===== config.mk =====
export PLATFORM = sky130hd
export DESIGN_NAME = serial_subtractor
export DESIGN_NICKNAME = d
export VERILOG_FILES = /design/src/rtl/serial_sub_pkg.sv /design/src/rtl/full_sub_cell.sv /design/src/rtl/half_sub.sv /design/src/rtl/serial_subtractor.sv
export SDC_FILE = /design/constraint.sdc
export NUM_CORES = 1
export LEC_CHECK = 0
export BUFFER_PORTS_ARGS = -buffer_cell sky130_fd_sc_hd__buf_2
export CAP_MARGIN = 10
export CELL_PAD_IN_SITES_DETAIL_PLACEMENT = 0
export CELL_PAD_IN_SITES_GLOBAL_PLACEMENT = 1
export CORE_MARGIN = 10
export CORE_UTILIZATION = 43
export DETAILED_ROUTE_END_ITERATION = 8
export HOLD_SLACK_MARGIN = 0.03
export PLACE_DENSITY_LB_ADDON = 0.12
export SYNTH_ARGS = -nofsm -noshare
export SYNTH_HDL_FRONTEND = slang
export SYNTH_HIERARCHICAL = 1
export SYNTH_SLANG_ARGS = --single-unit

===== constraint.sdc =====
create_clock -name clk -period 1.85 [get_ports clk]
set_input_delay 0.2775 -clock clk [delete_from_list [all_inputs] [get_ports clk]]
set_output_delay 0.2775 -clock clk [all_outputs]
set_load 0.01 [all_outputs]

===== src/rtl/serial_sub_pkg.sv =====
// Shared definitions for the bit-serial subtractor: FSM state encoding.
package serial_sub_pkg;

    localparam logic [1:0] ST_IDLE  = 2'd0;
    localparam logic [1:0] ST_SHIFT = 2'd1;
    localparam logic [1:0] ST_DONE  = 2'd2;

    typedef enum logic [1:0] {
        S_IDLE  = ST_IDLE,
        S_SHIFT = ST_SHIFT,
        S_DONE  = ST_DONE
    } state_e;

endpackage


===== src/rtl/full_sub_cell.sv =====
// Full subtractor cell built from two half subtractors: a - b - bin.
module full_sub_cell (
    input  logic a,
    input  logic b,
    input  logic bin,
    output logic d,
    output logic bout
);

    logic d1;
    logic bo1;
    logic bo2;

    half_sub u_hs_ab (
        .x  (a),
        .y  (b),
        .d  (d1),
        .bo (bo1)
    );

    half_sub u_hs_bin (
        .x  (d1),
        .y  (bin),
        .d  (d),
        .bo (bo2)
    );

    // either stage can generate the outgoing borrow, never both at once
    assign bout = bo1 | bo2;

endmodule


===== src/rtl/half_sub.sv =====
// Half subtractor: x - y with borrow, no borrow-in.
module half_sub (
    input  logic x,
    input  logic y,
    output logic d,
    output logic bo
);

    // difference bit and borrow generated when x=0, y=1
    assign d  = x ^ y;
    assign bo = ~x & y;

endmodule


===== src/rtl/serial_subtractor.sv =====
// Bit-serial LSB-first subtractor: diff = a - b over WIDTH cycles,
// one full-subtractor cell per cycle with the borrow carried in a flop.
//
// state  | meaning
// IDLE   | waiting for start; operands captured on accepted start
// SHIFT  | one bit per cycle through the cell, busy high
// DONE   | one-cycle done pulse, diff/borrow_out valid
module serial_subtractor
    import serial_sub_pkg::*;
#(
    parameter int WIDTH = 8
) (
    input  logic             clk,
    input  logic             rst,
    input  logic             start,
    input  logic [WIDTH-1:0] a,
    input  logic [WIDTH-1:0] b,
    output logic             busy,
    output logic             done,
    output logic [WIDTH-1:0] diff,
    output logic             borrow_out
);

    localparam int CNT_W = $clog2(WIDTH);
    localparam logic [CNT_W-1:0] CNT_LAST = CNT_W'(WIDTH - 1);

    state_e           state_q;
    logic [WIDTH-1:0] a_sr_q;
    logic [WIDTH-1:0] b_sr_q;
    // only WIDTH-1 bits are kept: the final bit goes straight to the output
    logic [WIDTH-2:0] diff_sr_q;
    logic             borrow_q;
    logic [CNT_W-1:0] cnt_q;
    logic             busy_q;
    logic             done_q;
    logic [WIDTH-1:0] diff_q;
    logic             borrow_out_q;

    logic             diff_bit_d;
    logic             borrow_d;
    logic [WIDTH-1:0] diff_cat;

    full_sub_cell u_cell (
        .a    (a_sr_q[0]),
        .b    (b_sr_q[0]),
        .bin  (borrow_q),
        .d    (diff_bit_d),
        .bout (borrow_d)
    );

    // new bit enters at the top; after WIDTH shifts this is the full result
    assign diff_cat = {diff_bit_d, diff_sr_q};

    // FSM, operand/result shift registers, counter and registered outputs
    always_ff @(posedge clk or posedge rst) begin
        if (rst) begin
            state_q      <= S_IDLE;
            a_sr_q       <= '0;
            b_sr_q       <= '0;
            diff_sr_q    <= '0;
            borrow_q     <= 1'b0;
            cnt_q        <= '0;
            busy_q       <= 1'b0;
            done_q       <= 1'b0;
            diff_q       <= '0;
            borrow_out_q <= 1'b0;
        end else begin
            done_q <= 1'b0;
            case (state_q)
                S_IDLE: begin
                    if (start) begin
                        a_sr_q   <= a;
                        b_sr_q   <= b;
                        borrow_q <= 1'b0;
                        cnt_q    <= '0;
                        busy_q   <= 1'b1;
                        state_q  <= S_SHIFT;
                    end
                end
                S_SHIFT: begin
                    a_sr_q    <= {1'b0, a_sr_q[WIDTH-1:1]};
                    b_sr_q    <= {1'b0, b_sr_q[WIDTH-1:1]};
                    diff_sr_q <= diff_cat[WIDTH-1:1];
                    borrow_q  <= borrow_d;
                    cnt_q     <= cnt_q + CNT_W'(1);
                    if (cnt_q == CNT_LAST) begin
                        diff_q       <= diff_cat;
                        borrow_out_q <= borrow_d;
                        busy_q       <= 1'b0;
                        done_q       <= 1'b1;
                        state_q      <= S_DONE;
                    end
                end
                S_DONE: begin
                    state_q <= S_IDLE;
                end
                default: begin
                    busy_q  <= 1'b0;
                    state_q <= S_IDLE;
                end
            endcase
        end
    end

    assign busy       = busy_q;
    assign done       = done_q;
    assign diff       = diff_q;
    assign borrow_out = borrow_out_q;

endmodule

==> impl_metrics.py <==
metrics = {
    "pwr": {
        "ir_drop_uv": 629,
        "fin_total_pwr_mw": 3.45,
        "total_leakage_power_nw": 1.05,
        "power_density_nw_per_um2": 1630,
    },
    "cts": {
        "clock_latency_ns": 0.29,
        "path_clk_slew_ns": 0.08,
        "cts.repair.resized": 0,
        "hold_buffers": 0,
        "ctsHtreeMaxLevel": 2,
        "cts_buffer_depth": 2,
        "cts_root_buf": "clkbuf_8",
        "cts_setup_buffers": 0,
        "cts_tree": "yes",
        "cts_sinks": 40,
        "cts_buffers": 5,
    },
    "global_routing": {
        "grt_first_pass_wirelength_mm": 6.42,
        "antenna_found_initial": 0,
        "overflow": 0,
        "grtUsageTotal_pct": 10.8,
        "grt_pass1_vias": 1360,
        "grt_max_degree": 41,
    },
    "die": {
        "row_count": 23,
        "die_area_um2": 7300,
        "core_um2": 4090,
        "fp.dieH_um": 85.4,
        "fp.dieW_um": 85.4,
        "initial_core_util_pct": 45.1,
        "floorplan.io_pins": 30,
    },
    "sta": {
        "whs_ns": 0.0949,
        "min_period_ns": 1.52,
        "tightest_slew_ns": 0.496,
        "finalMaxSlewViolations": 0,
        "min_period_over_period_pct": 82.3,
        "layout_setup_ws_ns": 0.328,
        "skew_ns": 0.00489,
        "hold_violations": 0,
        "fmax_mhz": 657,
        "rsz0062_at_grt": "false",
        "relSlewSlack_pct": 66.9,
        "setup_viol": 0,
        "finalSetupTns_ns": 0,
    },
    "layout": {
        "nNetsFinal": 219,
        "syn_to_final_growth_pct": 14.6,
        "utilization_pct": 51.7,
        "stdcell_area_um2": 2110,
        "nFillCells": 394,
        "layout-drive-gt1-share_pct": 28.9,
        "diodes": 0,
        "fin_cells": 247,
    },
    "logic_synthesis": {
        "synth_area_um2": 1840,
        "yosys-top-cells-area": "dfrtp_1 54%, nand2_1 5.1%, mux2_4 4.9%",
        "synth_cell_types": 30,
        "ys_ff_latch": 40,
        "syn_area_per_cell_um2": 11.1,
        "synth_fp_nets": 189,
        "ys_warn_count": 6,
        "ys_seq_area_share_pct": 54.3,
        "netlist.area_leader.share_pct": 54.3,
        "syn_inst": 166,
        "synth_top_cell_by_area": "dfrtp_1",
    },
    "worst_setup_path": {
        "arrival_ns": 1.70,
        "reg2reg_from": "b_sr_q[0]$_DFFE_PP0P_",
        "worstPathRequired_ns": 2.03,
        "reg2reg_to": "borrow_out$_DFFE_PP0P_",
        "r2r.worst_path.cells": 6,
        "ff2ff_setup_slack_ns": 0.33,
        "crit_fanout": 2,
        "crit_type": "reg -> reg",
        "cp-end-kind": "flip-flop",
        "cp-start-kind": "flip-flop",
    },
    "detailed_routing": {
        "via_count": 1280,
        "first_pass_iters": 4,
        "antenna_left": 0,
        "wl_mm": 3.76,
        "wire_per_inst_um": 15.2,
        "via_per_inst": 5.18,
        "drtIter0Drc": 50,
        "drc": 0,
    },
    "outcome": {
        "outcome": "finished, final reports clean",
    },
    "min_path": {
        "hp-class": "in -> async",
    },
    "placement": {
        "placed_cells": 239,
        "dpl_worst_slack_ns": 0.337,
        "dp_hpwl_mm": 2.68,
        "io_buffer_count": 29,
        "place.gp.congestion": 0.695,
        "placed_area_um2": 2020,
    },
    "flow_run": {
        "drv_cap": 0,
    },
}
==> cells in the final DEF (no fill, tap or decap) <==
cell type and count:
o21ai_0 6, nand2_1 25, inv_1 12, buf_4 4, a221oi_2 3, or2_1 2
a221o_1 1, clkinv_4 1, a211oi_1 1, nor2b_1 4, nor2_2 1, nand2_4 1
nor3b_1 11, buf_2 29, inv_4 1, nand3b_1 2, a21oi_1 8, nor3_1 3
clkinv_2 2, nor2_1 5, a22o_1 3, o21ba_2 1, o22a_1 6, ha_1 4
mux2_4 6, and2b_4 1, o221a_2 2, nand2b_1 4, dfrtp_1 40, clkbuf_8 5
mux2_1 3
==> worst max-delay path, stage by stage (launching register included) <==
cell and delay (ns):
dfrtp_1 0.39, ha_1 0.29, inv_1 0.05, inv_1 0.03
ha_1 0.16, or2_1 0.24, mux2_4 0.26
==> worst max-delay path by stage <==
| stage | from | endpoint | slack (ns) | cells after the start |
|---|---|---|---|---|
| 2_1_floorplan | b_sr_q[0]$_DFFE_PP0P_ | borrow_out$_DFFE_PP0P_ | 0.39 | 6 |
| 3_3_place_gp | b_sr_q[0]$_DFFE_PP0P_ | borrow_out$_DFFE_PP0P_ | 0.37 | 6 |
| 3_5_place_dp | b_sr_q[0]$_DFFE_PP0P_ | borrow_out$_DFFE_PP0P_ | 0.34 | 6 |
| 4_1_cts | b_sr_q[0]$_DFFE_PP0P_ | borrow_out$_DFFE_PP0P_ | 0.33 | 6 |
| 5_1_grt | a_sr_q[0]$_DFFE_PP0P_ | borrow_out$_DFFE_PP0P_ | 0.26 | 7 |
| 6_report | b_sr_q[0]$_DFFE_PP0P_ | borrow_out$_DFFE_PP0P_ | 0.33 | 6 |
==> flip-flops by register name, indices dropped and copies added (netlist names) <==
signal      count
borrow_q        1
state_q         2
cnt_q           3
a_sr_q          8
done            1
diff            8
borrow_out      1
busy            1
b_sr_q          8
diff_sr_q       7
==> area by class of cell <==
| cell class | count | area, µm² | area share [%] |
|---|---|---|---|
| inverters | 13 | 51.3 | 2.43 |
| flip-flops and latches | 40 | 1000 | 47.4 |
| well taps | 50 | 62.6 | 2.96 |
| repair buffers | 33 | 175 | 8.30 |
| clock buffers | 5 | 68.8 | 3.26 |
| clock inverters | 3 | 18.8 | 0.889 |
| multi-input cells | 103 | 733 | 34.7 |
==> synthesized netlist by cell type (all sizes together) <==
| master | n |
|---|---|
| dfrtp | 40 |
| nand2 | 26 |
| inv | 13 |
| nor3b | 11 |
| mux2 | 9 |
| a21oi | 8 |
| buf | 8 |
| nor2 | 6 |
| o21ai | 6 |
| o22a | 6 |
| ha | 4 |
| nand2b | 4 |
| nor2b | 4 |
| a221oi | 3 |
| a22o | 3 |
| nor3 | 3 |
| clkbuf | 2 |
| nand3b | 2 |
| o221a | 2 |
| or2 | 2 |
| a211oi | 1 |
| a221o | 1 |
| and2b | 1 |
| o21ba | 1 |
==> report_power, final <==
part	switching, mW	internal, mW
Sequential	0.205	1.27
Combinational	0.738	0.678
Clock	0.295	0.262
==> routing by layer <==
metal  global-route usage, %  part of all wire (%)  wire length, µm
met5                       0                     0                0
met4                    4.49                  0.72               27
met3                    3.25                   5.1              191
met2                    17.4                    48             1820
met1                    12.9                    46             1730
==> cell families (layout without fill, tap and decap cells) <==
group                    Yosys count  after routing  synth area share [%]
flip-flops                        40             40                  54.3
multiplexers                       9              9                  6.73
AO/OA/AOI/OAI                     31             31                  13.2
buffers and inverters             23             54                  5.84
adder cells (fa/ha/maj)            4              4                  2.72
AND/OR/NAND/NOR                   59             59                  17.1
Power figures use the tool's default switching activity.
